`src/rtl/gpio_irq_arb.sv`:
```
// ============================================================================
// gpio_irq_arb : edge-captured, round-robin interrupt arbiter with a
//                claim/complete handshake for GPIO ports A, B and C.
// Revision     : 1.0
// ============================================================================
`default_nettype none
`timescale 1ns/1ps

module gpio_irq_arb #(
  parameter int NUM_SRC = 3,
  parameter int ID_W    = 2
) (
  input  logic               clk,
  input  logic               rst,
  input  logic [NUM_SRC-1:0] irq_src_i,
  input  logic               sel_i,
  input  logic               wr_i,
  input  logic [1:0]         addr_i,
  input  logic [31:0]        wdata_i,
  output logic [31:0]        rdata_o,
  output logic               ack_o,
  output logic               irq_o
);

  typedef enum logic [1:0] {
    ST_IDLE    = 2'd0,
    ST_NOTIFY  = 2'd1,
    ST_SERVICE = 2'd2
  } state_t;

  localparam logic [ID_W:0] C_NUM_SRC = (ID_W+1)'(NUM_SRC);

  state_t              r_state;
  logic [NUM_SRC-1:0]  r_irq_prev;
  logic [NUM_SRC-1:0]  r_pending;
  logic [NUM_SRC-1:0]  r_enable;
  logic [ID_W-1:0]     r_rr;
  logic [ID_W-1:0]     r_cur_id;
  logic                r_in_service;

  logic                w_rd_en;
  logic                w_wr_en;
  logic                w_claim_rd;
  logic                w_complete;
  logic [NUM_SRC-1:0]  w_rise;
  logic [NUM_SRC-1:0]  w_w1c;
  logic [NUM_SRC-1:0]  w_claim_clr;
  logic [NUM_SRC-1:0]  w_cand;
  logic [2*NUM_SRC-1:0] w_dbl_sh;
  logic [NUM_SRC-1:0]  w_rot;
  logic [ID_W:0]       w_off;
  logic [ID_W:0]       w_sum;
  logic [ID_W:0]       w_wrap;
  logic [ID_W:0]       w_inc;
  logic                w_win_vld;
  logic [ID_W-1:0]     w_win_id;
  logic [ID_W-1:0]     w_rr_next;
  logic [31:0]         w_rdata;

  assign w_rd_en     = sel_i & ~wr_i;
  assign w_wr_en     = sel_i & wr_i;
  assign w_claim_rd  = w_rd_en && (addr_i == 2'd2) && (r_state == ST_NOTIFY);
  assign w_complete  = w_wr_en && (addr_i == 2'd2) && (r_state == ST_SERVICE) &&
                       (wdata_i[ID_W-1:0] == r_cur_id);
  assign w_rise      = irq_src_i & ~r_irq_prev;
  assign w_w1c       = (w_wr_en && (addr_i == 2'd1)) ? wdata_i[NUM_SRC-1:0] : '0;
  assign w_claim_clr = w_claim_rd ? ({{(NUM_SRC-1){1'b0}}, 1'b1} << r_cur_id) : '0;
  assign w_cand      = r_pending & r_enable;

  // Rotate the candidates so bit 0 is the rr pointer; the lowest set bit wins.
  assign w_dbl_sh = {w_cand, w_cand} >> r_rr;
  assign w_rot    = w_dbl_sh[NUM_SRC-1:0];

  always_comb begin
    w_win_vld = 1'b0;
    w_off     = '0;
    for (int i = NUM_SRC-1; i >= 0; i--) begin
      if (w_rot[i]) begin
        w_win_vld = 1'b1;
        w_off     = (ID_W+1)'(i);
      end
    end
  end

  assign w_sum     = {1'b0, r_rr} + w_off;
  assign w_wrap    = (w_sum >= C_NUM_SRC) ? (w_sum - C_NUM_SRC) : w_sum;
  assign w_win_id  = w_wrap[ID_W-1:0];
  assign w_inc     = {1'b0, r_cur_id} + (ID_W+1)'(1);
  assign w_rr_next = (w_inc >= C_NUM_SRC) ? '0 : w_inc[ID_W-1:0];

  always_comb begin
    w_rdata = '0;
    case (addr_i)
      2'd0: w_rdata[NUM_SRC-1:0] = r_enable;
      2'd1: w_rdata[NUM_SRC-1:0] = r_pending;
      2'd2: begin
        if (r_state == ST_NOTIFY) begin
          w_rdata[31]       = 1'b1;
          w_rdata[ID_W-1:0] = r_cur_id;
        end
      end
      default: begin
        w_rdata[31]       = r_in_service;
        w_rdata[9:8]      = r_state;
        w_rdata[ID_W-1:0] = r_cur_id;
      end
    endcase
  end

  always_ff @(posedge clk or posedge rst) begin
    if (rst) begin
      r_state      <= ST_IDLE;
      r_irq_prev   <= '0;
      r_pending    <= '0;
      r_enable     <= '0;
      r_rr         <= '0;
      r_cur_id     <= '0;
      r_in_service <= 1'b0;
      irq_o        <= 1'b0;
      ack_o        <= 1'b0;
      rdata_o      <= '0;
    end else begin
      r_irq_prev <= irq_src_i;
      // A fresh edge outranks any clear of the same bit in this cycle.
      r_pending  <= (r_pending & ~w_w1c & ~w_claim_clr) | w_rise;
      if (w_wr_en && (addr_i == 2'd0)) begin
        r_enable <= wdata_i[NUM_SRC-1:0];
      end
      ack_o   <= sel_i;
      rdata_o <= w_rd_en ? w_rdata : '0;

      case (r_state)
        ST_IDLE: begin
          if (w_win_vld) begin
            r_cur_id <= w_win_id;
            r_state  <= ST_NOTIFY;
            irq_o    <= 1'b1;
          end
        end
        ST_NOTIFY: begin
          if (w_claim_rd) begin
            r_in_service <= 1'b1;
            r_rr         <= w_rr_next;
            r_state      <= ST_SERVICE;
            irq_o        <= 1'b0;
          end else if (!(r_pending[r_cur_id] && r_enable[r_cur_id])) begin
            r_state <= ST_IDLE;
            irq_o   <= 1'b0;
          end
        end
        ST_SERVICE: begin
          if (w_complete) begin
            r_in_service <= 1'b0;
            r_state      <= ST_IDLE;
          end
        end
        default: begin
          r_state <= ST_IDLE;
          irq_o   <= 1'b0;
        end
      endcase
    end
  end

endmodule

`default_nettype wire

```
`config.mk`:
```
export PLATFORM = sky130hd
export DESIGN_NAME = gpio_irq_arb
export DESIGN_NICKNAME = d
export VERILOG_FILES = /design/src/rtl/gpio_irq_arb.sv
export SDC_FILE = /design/constraint.sdc
export NUM_CORES = 1
export LEC_CHECK = 0
export CORE_UTILIZATION = 44
export CTS_BUF_LIST = sky130_fd_sc_hd__clkbuf_8
export DETAILED_ROUTE_END_ITERATION = 12
export PLACE_DENSITY_LB_ADDON = 0.15
export SETUP_SLACK_MARGIN = 0.15
export SLEW_MARGIN = 5
export SYNTH_ARGS = -nofsm -noshare
export SYNTH_HDL_FRONTEND = slang
export SYNTH_SLANG_ARGS = --single-unit
```
`constraint.sdc`:
```
create_clock -name clk -period 5.3 [get_ports clk]
set_input_delay 1.06 -clock clk [delete_from_list [all_inputs] [get_ports clk]]
set_output_delay 1.06 -clock clk [all_outputs]
set_load 0.01 [all_outputs]
```
* Yosys cells after proc, flatten, opt, wreduce, memory -nomap -nowiden
Cells that the tools add are included.
Widths: inputs -> output; s select.
** Storage, ports and cells
- Register bits :: 50
- Logic and storage cells :: 90
** Cells by class
- Add/subtract/negate cells :: 3
- $lt $le $gt $ge :: 3
- Equal/unequal tests :: 9
- Shift-type cells :: 2
- Muxes and demuxes :: 33
- Bitwise logic cells :: 12
- Reduce and logical (&&, ||, !) cells :: 18
** Operator list (count)
- $mux 32 :: 1
- $mux 2 :: 9
- $and 3x3->3 :: 4
- $mux 3 :: 4
- $pmux 2 s3 :: 2
- $mux 1 :: 11
- $not 3->3 :: 3
- $reduce_and 3->1 :: 3
- $logic_and 1x1->1 :: 8
- $ge 3x2->1 const B :: 2
- $ne 2x2->1 const B :: 3
- $pmux 1 s2 :: 3
- $shr 6x2->3 :: 1
- $bmux 1 s2 :: 2
- $eq 2x1->1 const B :: 2
- $eq 2x2->1 const B :: 2
- $logic_not 2->1 :: 2
- $reduce_and 2->1 :: 2
- $add 2x1->3 const B :: 1
- $add 2x3->3 :: 1
- $lt 2x3->1 const B :: 1
- $ne 3x3->1 const B :: 1
- $or 3x3->3 :: 1
- $pmux 1 s3 :: 1
- 8 further kinds :: 10

* Depth between registers and ports, before layout
- Word-level depth :: 8
- Depth in mapped cells :: 12

* Worst setup path after synthesis
Ideal clock, no wire load.
- Path type :: reg-to-reg
- From :: register r_rr[1]
- To :: register r_cur_id[1]
- Library setup time :: 83 ps
- Data arrival time :: 2446 ps
- Required time :: 5217 ps
- Slack :: 2771 ps
- Cell stages (with the launch flop) :: 13
- Period minus slack after synthesis :: 2529 ps
- Cell sequence :: dfrtp_1 -> nand2b_1 -> or3b_2 -> o221ai_1 -> ha_1 -> inv_1 -> fa_1 -> inv_1 -> ha_1 -> nor2b_1 -> nor2b_1 -> o211ai_1 -> o21ai_0
** Between the ends
- Longest elaborated chain between the ends :: 7
- Elaborated cells between the ends (all ways) :: 12
** Ends and longest elaborated chain
- start: declaration :: line 37 : logic [ID_W-1:0] r_rr;
- start signal: assignment :: line 143 : r_rr <= w_rr_next;
- $shr 6x2->3 :: line 71 : assign w_dbl_sh = {w_cand, w_cand} >> r_rr;
- $mux 2 :: line 78 : if (w_rot[i]) begin
- $mux 3 (2 in a row) :: line 78
- $add 2x3->3 :: line 85 : assign w_sum = {1'b0, r_rr} + w_off;
- $ge 3x2->1 or $sub 2x2->2 (tied branches) :: line 86 : assign w_wrap = (w_sum >= C_NUM_SRC) ? (w_sum - C_NUM_SRC) : w_sum;
- $mux 2 :: line 86
- end signal: assignment :: line 135 : r_cur_id <= w_win_id;
- end: declaration :: line 38 : logic [ID_W-1:0] r_cur_id;
Parallel ways exist; a longest one is shown, timed or not.
A chain may end at the register's enable or synchronous reset.

* Final worst setup path
- From :: register r_pending[2]
- To :: register r_cur_id[1]
** Between the ends
- Longest elaborated chain between the ends :: 8
- Elaborated cells between the ends (all ways) :: 13
** Ends and longest elaborated chain
- start: declaration :: line 35 : logic [NUM_SRC-1:0] r_pending;
- start signal: assignment :: line 125 : r_pending <= (r_pending & ~w_w1c & ~w_claim_clr) | w_rise;
- $and 3x3->3 (*) :: line 68 : assign w_cand = r_pending & r_enable;
- $shr 6x2->3 (*) :: line 71
- $mux 2 :: line 78
- $mux 3 (2 in a row) :: line 78
- $add 2x3->3 :: line 85
- $ge 3x2->1 or $sub 2x2->2 (tied branches) :: line 86
- $mux 2 :: line 86
Every way passes the cells marked *; elsewhere a longest branch is shown, timed or not.

==> summary.md <==
| Metric | Value |
|---|---|
| CTS tree | `yes` |
| Synth area leaders | `dfrtp_1 (41%), buf_4 (14%), nand2_1 (4.1%)` |
| VDD IR max | `308 uV` |
| Area occupied by multi-input gates | `681 um^2` |
| Final Non-Filler Cells | `~210` |
| R2R Path Start | `r_pending[2]$_DFF_PP0_` |
| Ys Warns | `0` |
| MaxCap Viol Count | `0` |
| Hold WC Path Type | `flip-flop to flip-flop` |
| Flop pwr share | `0.423` |
| Initial DRC Count | `27` |
| Most frequent cells in the layout | `conb_1 (26), dfrtp_1 (24), clkdlybuf4s50_1 (19)` |
| # rows | `20` |
| Sw power | `around 250 uW` |
| Initial antenna violation count | `0` |
| Drt pass-1 iters | `5` |
| Post-CTS setup buffers | `0` |
| CP required | `5470 ps` |
| Register area | `601 um^2` |
| Combinational share of power | `0.393` |
| Die Span X | `59.5 um` |
| Clock slew at reported path FFs | `80 ps` |
| Gr usage total | `0.163` |
| Synth Cell Area | `about 1500 um^2` |
| Critical Path Max Stage Delay | `530 ps` |
| Final Net Count | `213` |
| Share of cells above drive strength 1 | `0.0833` |
| Final period util | `0.547` |
| Final GP Congestion | `0.730` |
| Synthesized area per cell | `9.63 um^2` |
| Slew headroom | `0.401` |
| DRT antenna net count | `0` |
| Hold_sp | `r_irq_prev[2]$_DFF_PP0_` |
| Fmax | `around 340 MHz` |
| I/O pin count | `75` |
| Crit path max fanout | `5` |
| Final wirelength | `2610 um` |
| Worst-Skew Late Latency | `260 ps` |
| Largest net degree at the start of global routing | `25` |
| Crit-path cells | `nand2_1, or3b_2, o221ai_1, ha_1, inv_1, fa_1, inv_1, ha_1, nor2b_1, nor2b_1, o211ai_1, o21ai_0` |
| Worst reg2reg path depth | `12` |
| Outcome | `complete, no violations` |
| Power share of the clock group | `0.183` |
| Die Y | `59.5 um` |
| Leading area contributor after synthesis | `dfrtp_1` |
| Hold Vio Cnt, Final | `0` |
| Total vias in the final route | `1053` |
| Initial cell density of the core | `0.469` |
| Slew @ Worst Pin | `898 ps` |
| First-pass GRT wire length | `4240 um` |
| RSZ-0062 raised after global routing | `false` |
| Primary FF master, synth | `dfrtp_1` |
| R2R setup slack | `~2400 ps` |
| Post-synth EDFFs | `0` |
| Final worst path period need | `2900 ps` |
| Setup TNS | `0 ps` |
| H-Tree Depth | `1` |
| Post-synthesis register bit count | `24` |
| Total gr overflow | `0` |
| DRC | `0` |
| Worst Hold End | `r_pending[2]$_DFF_PP0_` |
| Min Hold Slack | `410 ps` |
| Vias/cell | `a little under 5` |
| Crit Path Class | `flip-flop to flip-flop` |
| R2r endpoint | `r_cur_id[1]$_DFFE_PP0P_` |
| Hold path cells | `1` |
| Post-CTS Hold Fix Bufs | `0` |
| Post-Place Cells | `208` |
| Area Growth Syn to Fin | `11.4%` |
| Commonest non-fill, non-tap cell in the layout | `conb_1` |
| Vias in the first global route | `925` |
| Buf+Inv Stages, Crit Path | `2` |
| Core area | `3100 um^2` |
| Port Buffers | `19` |
| Leak pwr | `about 0.76 nW` |
| Full die area | `about 3500 um^2` |
| Family with the most delay on the worst path | `simple AND/OR/NAND/NOR gates` |
| Power, Total | `656 uW` |
| Cell-internal power | `between 400 and 500 uW` |
| # diodes | `0` |
| Clock Sinks | `24` |
| Clock tree buffer depth | `2` |
| Wire per inst | `~12 um` |
| Fillers | `312` |
| CTS Root Cell | `clkbuf_8` |
| CP arrival | `between 3000 and 4000 ps` |
| Worst Skew | `5.81 ps` |
| Seq/Total Area, Yosys | `0.413` |
| CTS Buf Count | `3` |
| Post-DP HPWL | `between 1500 and 2000 um` |
| Top-area cell type share of the netlist area | `0.413` |
| Post-CTS sizing | `0` |
| CP max stage cell | `fa_1` |
| Pins Over Slew Limit | `0` |
| Critical Path Sink Type | `flip-flop` |
| Cell Pwr Density | `405 nW/um^2` |
| Net Sw Frac | `0.377` |
| Final setup fails | `0` |
| Share of synthesized registers carrying an async set or reset | `1.00` |
| Startpoint type of the worst setup path | `flip-flop` |
| Synth Instances | `around 150` |
| Count of cell types in the netlist | `42` |
[cell families after synthesis]
group                    after synthesis  share of synthesized area
AO/OA/AOI/OAI                         24                      0.119
XOR/XNOR                               2                     0.0121
adder cells (fa/ha/maj)                3                     0.0310
buffers and inverters                 41                      0.183
flip-flops                            24                      0.413
multiplexers                           8                     0.0577
other                                  1                    0.00258
AND/OR/NAND/NOR                       48                      0.182
[how the worst max path moves through the flow]
stage,startpoint,endpoint,cells past startpoint
floorplan,r_rr[1]$_DFFE_PP0P_,r_cur_id[1]$_DFFE_PP0P_,12
global placement,addr_i[1],r_pending[2]$_DFF_PP0_,5
detailed placement,r_pending[2]$_DFF_PP0_,r_cur_id[1]$_DFFE_PP0P_,12
CTS,r_pending[2]$_DFF_PP0_,r_cur_id[1]$_DFFE_PP0P_,12
global route,r_pending[2]$_DFF_PP0_,r_cur_id[1]$_DFFE_PP0P_,12
finish,r_pending[2]$_DFF_PP0_,r_cur_id[1]$_DFFE_PP0P_,12
[power groups by stage]
stage / registers [mW] / clock network, mW / logic (mW)
floorplan: 0.252 / 0 / 0.230
CTS: 0.276 / 0.124 / 0.262
global route: 0.282 / 0.132 / 0.293
detailed placement: 0.280 / 0 / 0.260
global placement: 0.278 / 0 / 0.246
finish: 0.278 / 0.120 / 0.258
[area by class of cell]
type / count / area share
Clock buffer: 4 / 0.0340
Inverter: 10 / 0.0232
Multi-Input combinational cell: 111 / 0.420
Sequential cell: 24 / 0.371
Tap cell: 44 / 0.0340
Timing Repair Buffer: 19 / 0.117
[sequential cells by signal, indices dropped and copies added, names as in the netlist, 2 cells and up]
name,flops
r_cur_id,2
r_enable,3
r_pending,3
r_state,2
r_irq_prev,3
r_rr,2
rdata_o,6
[synth_stat cells, types with 2 or more instances]
cell      count
mux2i_1       5
a21oi_1       4
nor2_1        7
o211ai_1      2
nand2b_1      3
a31oi_1       2
buf_4        27
nand3_1       5
inv_1        10
nor2b_1       2
dfrtp_1      24
o22ai_1       4
o21ai_0       3
and3_1        2
ha_1          2
nor3_1        2
a21o_1        2
mux2_2        3
nand3b_1      2
buf_2         3
nand2_1      16
[stage by stage]
stage / worst slack (ps) / area [um^2] / utilization
finish: 2400 / 1620 / 0.522
global route: 2210 / 1620 / 0.522
CTS: 2370 / 1620 / 0.522
detailed placement: 2400 / 1560 / 0.504
global placement: 2510 / 1560 / 0.504
floorplan: 2770 / 1550 / -
[per-layer routing]
metal  track usage  share of wire  up-vias  wire length, um
met5             0              0        -                0
met1         0.198           0.42      517             1100
met2         0.284           0.52       38             1360
met4        0.0408         0.0054        0               14
met3        0.0459          0.054        4              142
li1              -              -      494                -
No activity file was read; power rests on OpenSTA's default activity.
